[src/rtl/sbox_feeder_pkg.sv]
// sbox_feeder_pkg: shared FSM encoding, warm-up length, PRNG helpers and randomness width functions
package sbox_feeder_pkg;

    typedef enum logic {WARM, RUN} feederState_t;

    localparam int WARM_CYCLES = 16;
    localparam logic [31:0] ZERO_SEED_SUB = 32'h9E3779B9;

    function automatic int maskWidth(int s);
        return 8 * (s - 1);
    endfunction

    function automatic int zmulWidth(int s);
        return 2 * s * (s - 1);
    endfunction

    function automatic int zinvWidth(int s);
        return s * (s - 1);
    endfunction

    function automatic int randWidth(int s);
        return maskWidth(s) + 3 * zmulWidth(s) + 3 * zinvWidth(s) + 4 * s + 3 * 2 * s;
    endfunction

    function automatic logic [31:0] xorshiftStep(logic [31:0] x);
        logic [31:0] y;
        y = x ^ (x << 13);
        y = y ^ (y >> 17);
        y = y ^ (y << 5);
        return y;
    endfunction

    // xorshift locks up on zero, so a zero seed is swapped for a fixed odd constant
    function automatic logic [31:0] fixSeed(logic [31:0] s);
        return (s == '0) ? ZERO_SEED_SUB : s;
    endfunction

endpackage

[src/rtl/xorshift32_lane.sv]
// xorshift32_lane: one 32-bit xorshift PRNG lane, stepping every cycle, loadable with a new seed
module xorshift32_lane
    import sbox_feeder_pkg::*;
#(
    parameter logic [31:0] RESET_SEED = 32'h0000_0001
) (
    input  logic        ClkxCI,
    input  logic        RstxRI,
    input  logic        LoadxSI,
    input  logic [31:0] SeedxDI,
    output logic [31:0] StatexDO
);

    always_ff @(posedge ClkxCI or posedge RstxRI) begin
        if (RstxRI) StatexDO <= fixSeed(RESET_SEED);
        else        StatexDO <= LoadxSI ? fixSeed(SeedxDI) : xorshiftStep(StatexDO);
    end

endmodule

[src/rtl/sbox_mask_feeder.sv]
// sbox_mask_feeder: masks input bytes into shares and feeds fresh randomness to a masked AES sbox
module sbox_mask_feeder
    import sbox_feeder_pkg::*;
#(
    parameter int           SHARES  = 2,
    parameter int           LATENCY = 4,
    parameter logic [127:0] SEED    = 128'h0123456789ABCDEF_FEDCBA9876543210
) (
    input  logic                            ClkxCI,
    input  logic                            RstxRI,
    input  logic                            InValidxSI,
    output logic                            InReadyxSO,
    input  logic [7:0]                      InDataxDI,
    input  logic                            ReseedxSI,
    input  logic [127:0]                    SeedxDI,
    output logic [8*SHARES-1:0]             _XxDO,
    output logic [2*SHARES*(SHARES-1)-1:0]  _Zmul1xDO,
    output logic [2*SHARES*(SHARES-1)-1:0]  _Zmul2xDO,
    output logic [2*SHARES*(SHARES-1)-1:0]  _Zmul3xDO,
    output logic [SHARES*(SHARES-1)-1:0]    _Zinv1xDO,
    output logic [SHARES*(SHARES-1)-1:0]    _Zinv2xDO,
    output logic [SHARES*(SHARES-1)-1:0]    _Zinv3xDO,
    output logic [4*SHARES-1:0]             _Bmul1xDO,
    output logic [2*SHARES-1:0]             _Binv1xDO,
    output logic [2*SHARES-1:0]             _Binv2xDO,
    output logic [2*SHARES-1:0]             _Binv3xDO,
    output logic                            OutValidxSO
);

    localparam int MASK_W = maskWidth(SHARES);
    localparam int ZMUL_W = zmulWidth(SHARES);
    localparam int ZINV_W = zinvWidth(SHARES);
    localparam int BMUL_W = 4 * SHARES;
    localparam int BINV_W = 2 * SHARES;
    localparam int RAND_W = randWidth(SHARES);
    localparam int ZB_W   = RAND_W - MASK_W;

    // offsets of each randomness field inside the registered Z/B word
    localparam int ZI1 = 3 * ZMUL_W;
    localparam int BM1 = ZI1 + 3 * ZINV_W;
    localparam int BI1 = BM1 + BMUL_W;

    logic [127:0]         prng;
    logic                 unusedPrng;
    feederState_t         state, nextState;
    logic [3:0]           cnt, nextCnt;
    logic                 accept;
    logic [8*SHARES-1:0]  xNext;
    logic [ZB_W-1:0]      zbReg;
    logic [LATENCY:0]     vld;

    for (genvar k = 0; k < 4; k++) begin : gLane
        xorshift32_lane #(
            .RESET_SEED(SEED[32*k +: 32])
        ) uLane (
            .ClkxCI  (ClkxCI),
            .RstxRI  (RstxRI),
            .LoadxSI (ReseedxSI),
            .SeedxDI (SeedxDI[32*k +: 32]),
            .StatexDO(prng[32*k +: 32])
        );
    end

    assign unusedPrng = ^prng[127:RAND_W];

    always_ff @(posedge ClkxCI or posedge RstxRI) begin
        if (RstxRI) begin
            state <= WARM;
            cnt   <= '0;
        end else begin
            state <= nextState;
            cnt   <= nextCnt;
        end
    end

    always_comb begin
        nextState  = state;
        nextCnt    = cnt;
        InReadyxSO = (state == RUN) && !ReseedxSI;
        if (ReseedxSI) begin
            nextState = WARM;
            nextCnt   = '0;
        end else if (state == WARM) begin
            nextCnt   = cnt + 4'd1;
            nextState = (cnt == 4'(WARM_CYCLES - 1)) ? RUN : WARM;
        end
    end

    assign accept = InValidxSI && InReadyxSO;

    // share 0 carries the data under every mask; shares 1.. are the masks themselves
    always_comb begin
        xNext      = '0;
        xNext[7:0] = InDataxDI;
        for (int i = 1; i < SHARES; i++) begin
            xNext[7:0]   = xNext[7:0] ^ prng[8*(i-1) +: 8];
            xNext[8*i +: 8] = prng[8*(i-1) +: 8];
        end
    end

    always_ff @(posedge ClkxCI or posedge RstxRI) begin
        if (RstxRI) begin
            _XxDO       <= '0;
            zbReg       <= '0;
            vld         <= '0;
            OutValidxSO <= 1'b0;
        end else begin
            zbReg       <= prng[RAND_W-1:MASK_W];
            vld         <= {vld[LATENCY-1:0], accept};
            OutValidxSO <= vld[LATENCY];
            if (accept) _XxDO <= xNext;
        end
    end

    assign _Zmul1xDO = zbReg[0 +: ZMUL_W];
    assign _Zmul2xDO = zbReg[ZMUL_W +: ZMUL_W];
    assign _Zmul3xDO = zbReg[2*ZMUL_W +: ZMUL_W];
    assign _Zinv1xDO = zbReg[ZI1 +: ZINV_W];
    assign _Zinv2xDO = zbReg[ZI1 + ZINV_W +: ZINV_W];
    assign _Zinv3xDO = zbReg[ZI1 + 2*ZINV_W +: ZINV_W];
    assign _Bmul1xDO = zbReg[BM1 +: BMUL_W];
    assign _Binv1xDO = zbReg[BI1 +: BINV_W];
    assign _Binv2xDO = zbReg[BI1 + BINV_W +: BINV_W];
    assign _Binv3xDO = zbReg[BI1 + 2*BINV_W +: BINV_W];

endmodule

[config.mk]
export PLATFORM = sky130hd
export DESIGN_NAME = sbox_mask_feeder
export DESIGN_NICKNAME = d
export VERILOG_FILES = /design/src/rtl/sbox_feeder_pkg.sv /design/src/rtl/xorshift32_lane.sv /design/src/rtl/sbox_mask_feeder.sv
export SDC_FILE = /design/constraint.sdc
export NUM_CORES = 1
export LEC_CHECK = 0
export CORE_MARGIN = 5
export CORE_UTILIZATION = 40
export DETAILED_ROUTE_END_ITERATION = 12
export PLACE_DENSITY = 0.71
export RECOVER_POWER = 100
export SYNTH_ARGS = -nofsm -noshare
export SYNTH_HDL_FRONTEND = slang
export SYNTH_HIERARCHICAL = 1
export SYNTH_SLANG_ARGS = --single-unit
export TNS_END_PERCENT = 5
[constraint.sdc]
create_clock -name ClkxCI -period 2.4 [get_ports ClkxCI]
set_input_delay 0.48 -clock ClkxCI [delete_from_list [all_inputs] [get_ports ClkxCI]]
set_output_delay 0.48 -clock ClkxCI [all_outputs]
set_load 0.1 [all_outputs]
==> flow_summary.toml <==
[sta]
fmax_mhz = 480
worst_slew_pin_slew_ns = 1.18
finalSetupTns_ns = 0
maxSlewHeadroom_pct = 21.7
fin_skew_ns = 0.00810
rsz0062_at_grt = "no"
setup_viol = 0
hold_viol = 0
period_share_pct = 86.9
min_period_ns = 2.09
slew_viol_final = 0

[status]
outcome = "completed"

[cts]
cts_hold_buf = 0
cts_sinks = 129
path_clk_slew_ns = 0.06
h-tree-depth = 4
cts_setup_buffers = 0
post_cts_resized = 0
numCtsBuffers = 17
cts_max_path_buffers = 2
cts_tree = "yes"
insertion_delay_ns = 0.41
root_buffer = "clkbuf_16"

[setup_path]
reg2reg_from = "state"
startpoint = "zbReg[20]"
critPathBufInv = 1
crit_path_cell_trace = "clkbuf_1"
cp.required_ns = 1.92
cp_slowest_cell = "clkbuf_1"
worstPathArrival_ns = 1.61
endpoint_kind = "output pin"
critPathTopFamily = "buffers and inverters"
crit_fanout = 1
critPathLaunchType = "register"
slowest_delay_ns = 0.87
crit_type = "register to output pin"

[flow_run]
maxCapViolations = 0

[yosys]
synth_compound_area_share_pct = 7.57
syn-cell-area_um2 = 5970
synth_xor_area_share_pct = 22.6
synthSimpleGateAreaFrac_pct = 7.89
yosysUniqueCellTypes = 30
syn-num-nets = 642
synth.area.mux_share_pct = 2.62
synth_fa_ha_area_share_pct = 0.210
yosys_warnings = 6
synth_seq_cells = 129
syn_avg_cell_area_um2 = 11.9
synth_top_family_by_area = "XOR/XNOR gates"
yosysSeqAreaShare_pct = 54.8
synthCells = 501

[finish]
nets = 776
area_growth_pct = 27.8
postLayoutCellArea_um2 = 7620
fin_util_pct = 52.3
drive_gt1_share_pct = 17.0
diodes = 0
final_cells = 832

[global_route]
grt_usage_pct = 17.5
grt_pass1_wl_mm = 23.9
grt_max_degree = 57
antenna_found_initial = 0
grt_overflow = 0
first_global_vias = 4464

[worst_hold_path]
hold_path_class = "register to register"
min_from = "vld[2]"

[floorplanning]
design.die.area_um2 = 17500
design.core.area_um2 = 14600
die_h_um = 132
die_x_um = 132
ios = 196
start_util_pct = 40.9
rows = 44

[route]
routedWlPerCell_um = 17.6
first_iter_violations = 225
ant_nets = 0
routed_wl_mm = 14.7
drc_errors = 0
vias = 4060
vias_per_cell = 4.88
firstDrtPassIters = 4

[placed_design]
placedCellCount = 800
place.port_buffers = 131
place_congestion = 0.884
place_hpwl_mm = 11.0
placed_area_um2 = 7300
## per-stage QoR
step	hold WS (ns)	worst slack [ns]
5_1_grt	0.354	0.265
4_1_cts	0.352	0.486
3_3_place_gp	0.334	0.257
6_report	0.348	0.315
2_1_floorplan	0.331	0.105
3_5_place_dp	0.339	0.240
## registers in the layout, summed over array words and instances, names as in the netlist
signal,flops
vld,5
zbReg,38
state,1
cnt,4
_XxDO,16
OutValidxSO,1
gLane.uLane/StatexDO,64
## cell families after synthesis
kind of cell	after synthesis
xor+xnor	133
flops	129
buf+inv	57
mux	13
fa+ha+maj	1
compound gates	69
simple gates	99
## cell type report
cell class / count / area, um2
tap: 184 / 230
multi-input combinational: 315 / 2380
sequential: 129 / 3270
timing repair buffer: 136 / 1050
clock inverter: 10 / 85.1
clock buffer: 22 / 474
inverter: 36 / 135
fill: 1277 / 6970
## cell usage after synthesis, drive strengths merged
library cell / number / area [um2]
nor2: 45 / 169
inv: 36 / 135
a31oi: 31 / 194
nand3b: 1 / 20.0
nor4: 16 / 113
xnor3: 10 / 225
nand4: 4 / 25.0
nand4b: 1 / 8.76
buf: 11 / 86.3
o21ai: 28 / 140
nor2b: 2 / 12.5
xnor2: 87 / 762
clkbuf: 10 / 37.5
mux2: 12 / 146
xor2: 36 / 360
a22oi: 8 / 100
ha: 1 / 12.5
dfstp: 32 / 841
or2: 2 / 17.5
dfrtp: 97 / 2430
mux2i: 1 / 10.0
nand2: 28 / 105
a2bb2oi: 2 / 17.5
## cells in the final DEF (no fill, tap or decap), types with 2 or more instances in the layout
master and count:
clkdlybuf4s50_1 73, xnor2_1 87, nand2_1 28, nor2b_1 2, o21ai_0 27, dfrtp_1 97
a2bb2oi_1 2, clkinv_2 6, dfstp_1 19, clkbuf_16 17, inv_1 36, a22oi_2 5
a22oi_1 3, nor4_1 15, clkbuf_1 16, nor2_1 45, nand4_1 4, mux2_1 3
xor2_2 5, clkbuf_8 3, a31oi_1 31, dfstp_2 13, xor2_1 31, xnor3_1 10
clkinv_4 2, mux2_2 9, or2_1 2, clkbuf_2 45
## per-layer routing
metal  GRT usage [%]  up-vias  wire [um]
met1            22.5     1984       6270
li1                -     1925          -
met2            27.8      120       7320
met3            4.39       31        666
met4            8.00        0        416
met5               0        -          0
## worst register-to-register path: stages (launching register included)
cell,delay [ns]
dfrtp_1,0.48
nand3b_1,0.69
mux2_1,0.58
## path summary, 6_finish.rpt
path                            cells past startpoint  slack [ns]            to
worst max-delay path                                1        0.31  _Bmul1xDO[2]
worst min-delay path                                0        0.35        vld[3]
worst max register to register                      2        0.54      _XxDO[9]
worst min register to register                      0        0.35        vld[3]
max in group asynchronous                           3        0.89     zbReg[22]
min in group asynchronous                           2        0.75     zbReg[14]
Power is left out: the tool's default activity adds up to more than one toggle a clock period on the data nets, which glitch-free logic cannot reach.
==> RTL edit 1, RTL diff (same settings) <==
Set the parameter `LATENCY` to 5 (it was 4).
--- a/src/rtl/sbox_mask_feeder.sv
+++ b/src/rtl/sbox_mask_feeder.sv
@@ -3,7 +3,7 @@
     import sbox_feeder_pkg::*;
 #(
     parameter int           SHARES  = 2,
-    parameter int           LATENCY = 4,
+    parameter int           LATENCY = 5,
     parameter logic [127:0] SEED    = 128'h0123456789ABCDEF_FEDCBA9876543210
 ) (
     input  logic                            ClkxCI,
Function: no difference found for any inputs over 4 cycles, from zero or initial values and one cycle with RstxRI high; that may be too few to reach the edited logic, so the function may still have changed.
==> RTL edit 1 against the unedited design <==
Setup slack got worse by 20 ps. Synthesized area rose by 0.42%. Via count is 3.0% higher. Design area rose by 1.3%. Count of clock-buffer cells in the layout is 2 lower. Global-route usage is 0.15 points lower. First-iteration DRC count rose by 16%. Sequential cell count is 1 higher. Routed wire length decreased by 0.35%. Critical endpoint is now gLane[0].uLane/StatexDO[21].
Power is left out: the tool's default activity adds up to more than one toggle a clock period on the data nets, which glitch-free logic cannot reach.
==> RTL edit 1: results (changes against the unedited design) <==
firstDrtPassIters: 4  # unchanged
grt_max_degree: 52  # -8.8%
ctsResizeCount: 0  # unchanged
yosys-top-cells-count: "dfrtp_1 (98), xnor2_1 (87), nor2_1 (45)"
drive_above_1_share_pct: 17.69  # +0.72 points
ys_async_sr_fraction_pct: 100.0  # unchanged
post-cts-setup-buffers: 0  # unchanged
worst_slew_pin_slew_ps: 1185  # +5.071 ps
grt_pass1_vias: 4573  # +2.4%
gp_congestion: 0.8885  # +0.52%
ys_seq_area_share_pct: 54.97  # +0.19 points
cts-root-buf: "clkbuf_16"
reg2reg_depth: 2  # unchanged
arrival_ps: 2430  # +820 ps
hpwl_um: 10880  # -0.90%
synth_nets: 643  # +0.16%
hold_path_class: "flop to flop"
track_usage_pct: 17.34  # -0.15 points
clockBufferDepth: 2  # unchanged
status: "finished, final reports clean"
dr.first_iter.drc_count: 261  # +16%
clk_latency_ps: 410  # about the same
crit_slowest_cell: "dlygate4sd3_1"
top_regs: "gLane.uLane/StatexDO: 64 flops, zbReg: 38 flops, _XxDO: 16 flops"
antenna_found_initial: 0  # unchanged
cts_buffers: 17  # unchanged
slowest_delay_ps: 600  # -270 ps
grt_pass1_wl_um: 24230  # +1.2%
worstPathMaxFanout: 20  # +19
vias_per_cell: 5.014  # +2.8%
synth_mux_area_share_pct: 2.611  # -0.011 points
ys_types: 30  # unchanged
synthAdderAreaFrac_pct: 0.2089  # -0.00088 points
yosys-top-cells-area: "dfrtp_1 (41%), dfstp_2 (14%), xnor2_1 (13%)"
synth_compound_area_share_pct: 7.540  # -0.032 points
wl_per_cell_um: 17.54  # -0.59%
io_buffers: 131  # unchanged
cts.htree.levels: 4  # unchanged
clk_pin_slew_worst_paths_ps: 50
num_antenna_cells: 0  # unchanged
fin_skew_ps: 13.75  # +5.646 ps
yosys_warnings: 6  # unchanged
drc: 0  # unchanged
synth-xor-area-share_pct: 22.49  # -0.094 points
fin_nets: 778  # +0.26%
hold_depth: 0  # unchanged
==> RTL edit 1: changes by cell type in the layout (fill, tap and decap cells not counted), moves of 2 or more <==
cell and change:
clkinv_2 -3, buf_4 +3, clkbuf_1 -4, bufinv_16 +2
==> RTL edit 1: cells by family (layout without fill, tap and decap cells) <==
| logic type | count (synthesis) | count (layout) |
|---|---|---|
| compound gates | 69 | 69 |
| xor+xnor | 133 | 133 |
| fa+ha+maj | 1 | 1 |
| buf+inv | 57 | 205 |
| flops | 130 | 130 |
| mux | 13 | 13 |
| simple gates | 99 | 99 |
==> RTL edit 1: final timing paths <==
path	slack, ps	endpoint	startpoint
setup / recovery	300	gLane[0].uLane/StatexDO[21]	SeedxDI[7]
hold / removal	350	vld[3]	vld[2]
setup reg to reg	540	_XxDO[8]	state
hold reg to reg	350	vld[3]	vld[2]
max in group asynchronous	910	zbReg[25]	RstxRI
min in group asynchronous	750	zbReg[33]	RstxRI
==> RTL edit 1: metrics by stage <==
stage / hold WS [ps] / worst slack (ps) / util [%] / cell area, um^2 / instances
2_1_floorplan: 331.2 / 104.7 / - / 5991 / 502
3_3_place_gp: 332.0 / 219.0 / 50.28 / 7336 / 802
3_5_place_dp: 337.9 / 243.1 / 50.28 / 7336 / 802
4_1_cts: 332.3 / 490.4 / 54.48 / 7948 / 834
5_1_grt: 349.4 / 243.8 / 52.93 / 7722 / 834
6_report: 346.8 / 295.3 / 52.93 / 7722 / 834
==> RTL edit 1: layout make-up <==
type | count | area (um^2)
clock inverter | 12 | 155.1
tap | 184 | 230.2
fill | 1290 | 6867
timing repair buffer | 137 | 1065
clock buffer | 20 | 456.7
multi-input combinational | 315 | 2387
sequential | 130 | 3293
inverter | 36 | 135.1
==> RTL edit 1: worst max-delay path: cells and delay by family <==
kind | cells | cell delay (ps)
compound gates | 1 | 290
buf+inv | 1 | 600
simple gates | 3 | 1060
==> RTL edit 1: routing by layer <==
layer  track usage (%)  wire [um]  vias up
met2             28.21       7220      159
met3             5.000       1039       24
met5                 0          0        -
li1                  -          -     1923
met4             6.335        265        0
met1             22.06       6103     2076
==> RTL edit 2, RTL diff (same flow settings) <==
Made on the original files. Reset style: synchronous (`RstxRI`), changed in 3 clocked blocks.
--- a/src/rtl/xorshift32_lane.sv
+++ b/src/rtl/xorshift32_lane.sv
@@ -11,7 +11,7 @@
     output logic [31:0] StatexDO
 );
 
-    always_ff @(posedge ClkxCI or posedge RstxRI) begin
+    always_ff @(posedge ClkxCI) begin
         if (RstxRI) StatexDO <= fixSeed(RESET_SEED);
         else        StatexDO <= LoadxSI ? fixSeed(SeedxDI) : xorshiftStep(StatexDO);
     end
--- a/src/rtl/sbox_mask_feeder.sv
+++ b/src/rtl/sbox_mask_feeder.sv
@@ -63,7 +63,7 @@
 
     assign unusedPrng = ^prng[127:RAND_W];
 
-    always_ff @(posedge ClkxCI or posedge RstxRI) begin
+    always_ff @(posedge ClkxCI) begin
         if (RstxRI) begin
             state <= WARM;
             cnt   <= '0;
@@ -98,7 +98,7 @@
         end
     end
 
-    always_ff @(posedge ClkxCI or posedge RstxRI) begin
+    always_ff @(posedge ClkxCI) begin
         if (RstxRI) begin
             _XxDO       <= '0;
             zbReg       <= '0;
Function: differs if RstxRI is asserted again (counterexample within 4 cycles, from zero or initial values and one cycle with RstxRI high); with RstxRI held inactive, the same outputs for 4 cycles.
==> RTL edit 2 against the unedited design <==
First-iteration DRC count grew 14%. Routed wire length grew 3.3%. Synthesized area shrank 1.9%. Critical path type unchanged. Design area shrank 1.1%. Via count grew 13%. Setup slack lost 6.2 ps. Highest routed layer unchanged. Sequential cell count is the same.
==> RTL edit 2: results (changes against the unedited design) <==
status: "finished, final reports clean"
leakagePower_nw: 2.955
yosys_warnings: 6  # unchanged
fin_cells: 922  # +11%
worstPathMaxFanout: 1  # unchanged
reg2reg_depth: 4  # +2
grt_pass1_vias: 4618  # +3.4%
fin_skew_ps: 8.842  # +0.7407 ps
synth-xor-area-share_pct: 20.54  # -2.0 points
fin_nets: 867  # +12%
cts-root-buf: "clkbuf_16"
yosys-top-cells-area: "dfxtp_1 (44%), xnor2_1 (13%), xor2_1 (6.3%)"
track_usage_pct: 17.71  # +0.22 points
cts_buffers: 17  # unchanged
dr.first_iter.drc_count: 256  # +14%
num_antenna_cells: 0  # unchanged
dp_cells: 891  # +11%
cts.htree.levels: 4  # unchanged
ys_types: 49  # +63%
hpwl_um: 11160  # +1.6%
synth_mux_area_share_pct: 1.368  # -1.3 points
io_buffers: 131  # unchanged
synthAdderAreaFrac_pct: 0.2138  # +0.0040 points
synth_nets: 730  # +14%
clk_latency_ps: 410  # about the same
gp_congestion: 0.8744  # -1.1%
grt_max_degree: 80  # +40%
maxSlewHeadroom_pct: 20.73  # -0.93 points
top_regs: "gLane.uLane/StatexDO: 64 flops, zbReg: 38 flops, _XxDO: 16 flops"
hold_depth: 1  # +1
clockBufferDepth: 2  # unchanged
hold_path_class: "flop to flop"
vias_per_cell: 4.988  # +2.2%
ctsResizeCount: 0  # unchanged
clk_pin_slew_worst_paths_ps: 60  # about the same
ir_worst_vdd_v: 0.0007430
syn_inst: 589  # +18%
synth_compound_area_share_pct: 12.76  # +5.2 points
yosys-top-cells-count: "dfxtp_1 (129), xnor2_1 (85), nor2_1 (47)"
wl_um: 15160  # +3.3%
firstDrtPassIters: 5  # +1
ys_async_sr_fraction_pct: 0  # -100 points
drive_above_1_share_pct: 12.60  # -4.4 points
post-cts-setup-buffers: 0  # unchanged
grt_pass1_wl_um: 23630  # -1.4%
antenna_found_initial: 0  # unchanged
crit_slowest_cell: "buf_1"
crit_family: "buffers and inverters"
ys_seq_area_share_pct: 44.12  # -11 points
slowest_delay_ps: 880
## RTL edit 2: layer usage
layer / routed length (um) / part of all wire, % / track usage [%] / vias up
met3: 893 / 5.9 / 4.797 / 20
met5: 0 / 0 / 0 / -
li1: - / - / - / 2247
met4: 236 / 1.6 / 6.110 / 0
met1: 6762 / 45 / 22.94 / 2186
met2: 7267 / 48 / 28.52 / 146
## RTL edit 2: path summary, 6_finish.rpt
kind / slack, ps / endpoint / from
max: 310 / _Zmul2xDO[1] / zbReg[5]
min reg2reg: 430 / OutValidxSO / vld[4]
max reg2reg: 780 / gLane[1].uLane/StatexDO[8] / gLane[1].uLane/StatexDO[12]
min: 430 / OutValidxSO / vld[4]
## RTL edit 2: layout make-up
type	instances	area (um^2)
fillers	1341	6885
multi-input cells	411	2945
flip-flops and latches	129	2582
repair buffers	149	1110
clock buffers	18	439.2
well taps	184	230.2
clock inverters	13	163.9
inverters	18	67.56
## RTL edit 2: kinds of logic (layout without fill, tap and decap cells)
| family | Yosys count | in the layout |
|---|---|---|
| buffers and inverters | 49 | 198 |
| adders and majority gates | 1 | 1 |
| xor gates and xnor gates | 131 | 131 |
| and+or+nand+nor | 181 | 181 |
| AOI/OAI and AO/OA | 90 | 90 |
| DFF | 129 | 129 |
| muxes | 8 | 8 |
## RTL edit 2: where the power goes
part | switching, mW | total (mW) | internal (mW) | leakage [nW]
clock network | 0.956 | 2.61 | 1.65 | 0.280
logic | 3.14 | 5.37 | 2.23 | 1.61
registers | 0.478 | 3.19 | 2.72 | 1.07
total | 4.57 | 11.2 | 6.60 | 2.96
## RTL edit 2: stage by stage
step           utilization (%)  area [um^2]  worst slack, ps
2_1_floorplan                -         5853            104.7
3_3_place_gp             50.04         7218            107.2
3_5_place_dp             50.04         7218            60.58
4_1_cts                  54.22         7821            434.0
5_1_grt                  52.26         7538            192.8
6_report                 52.26         7538            308.7
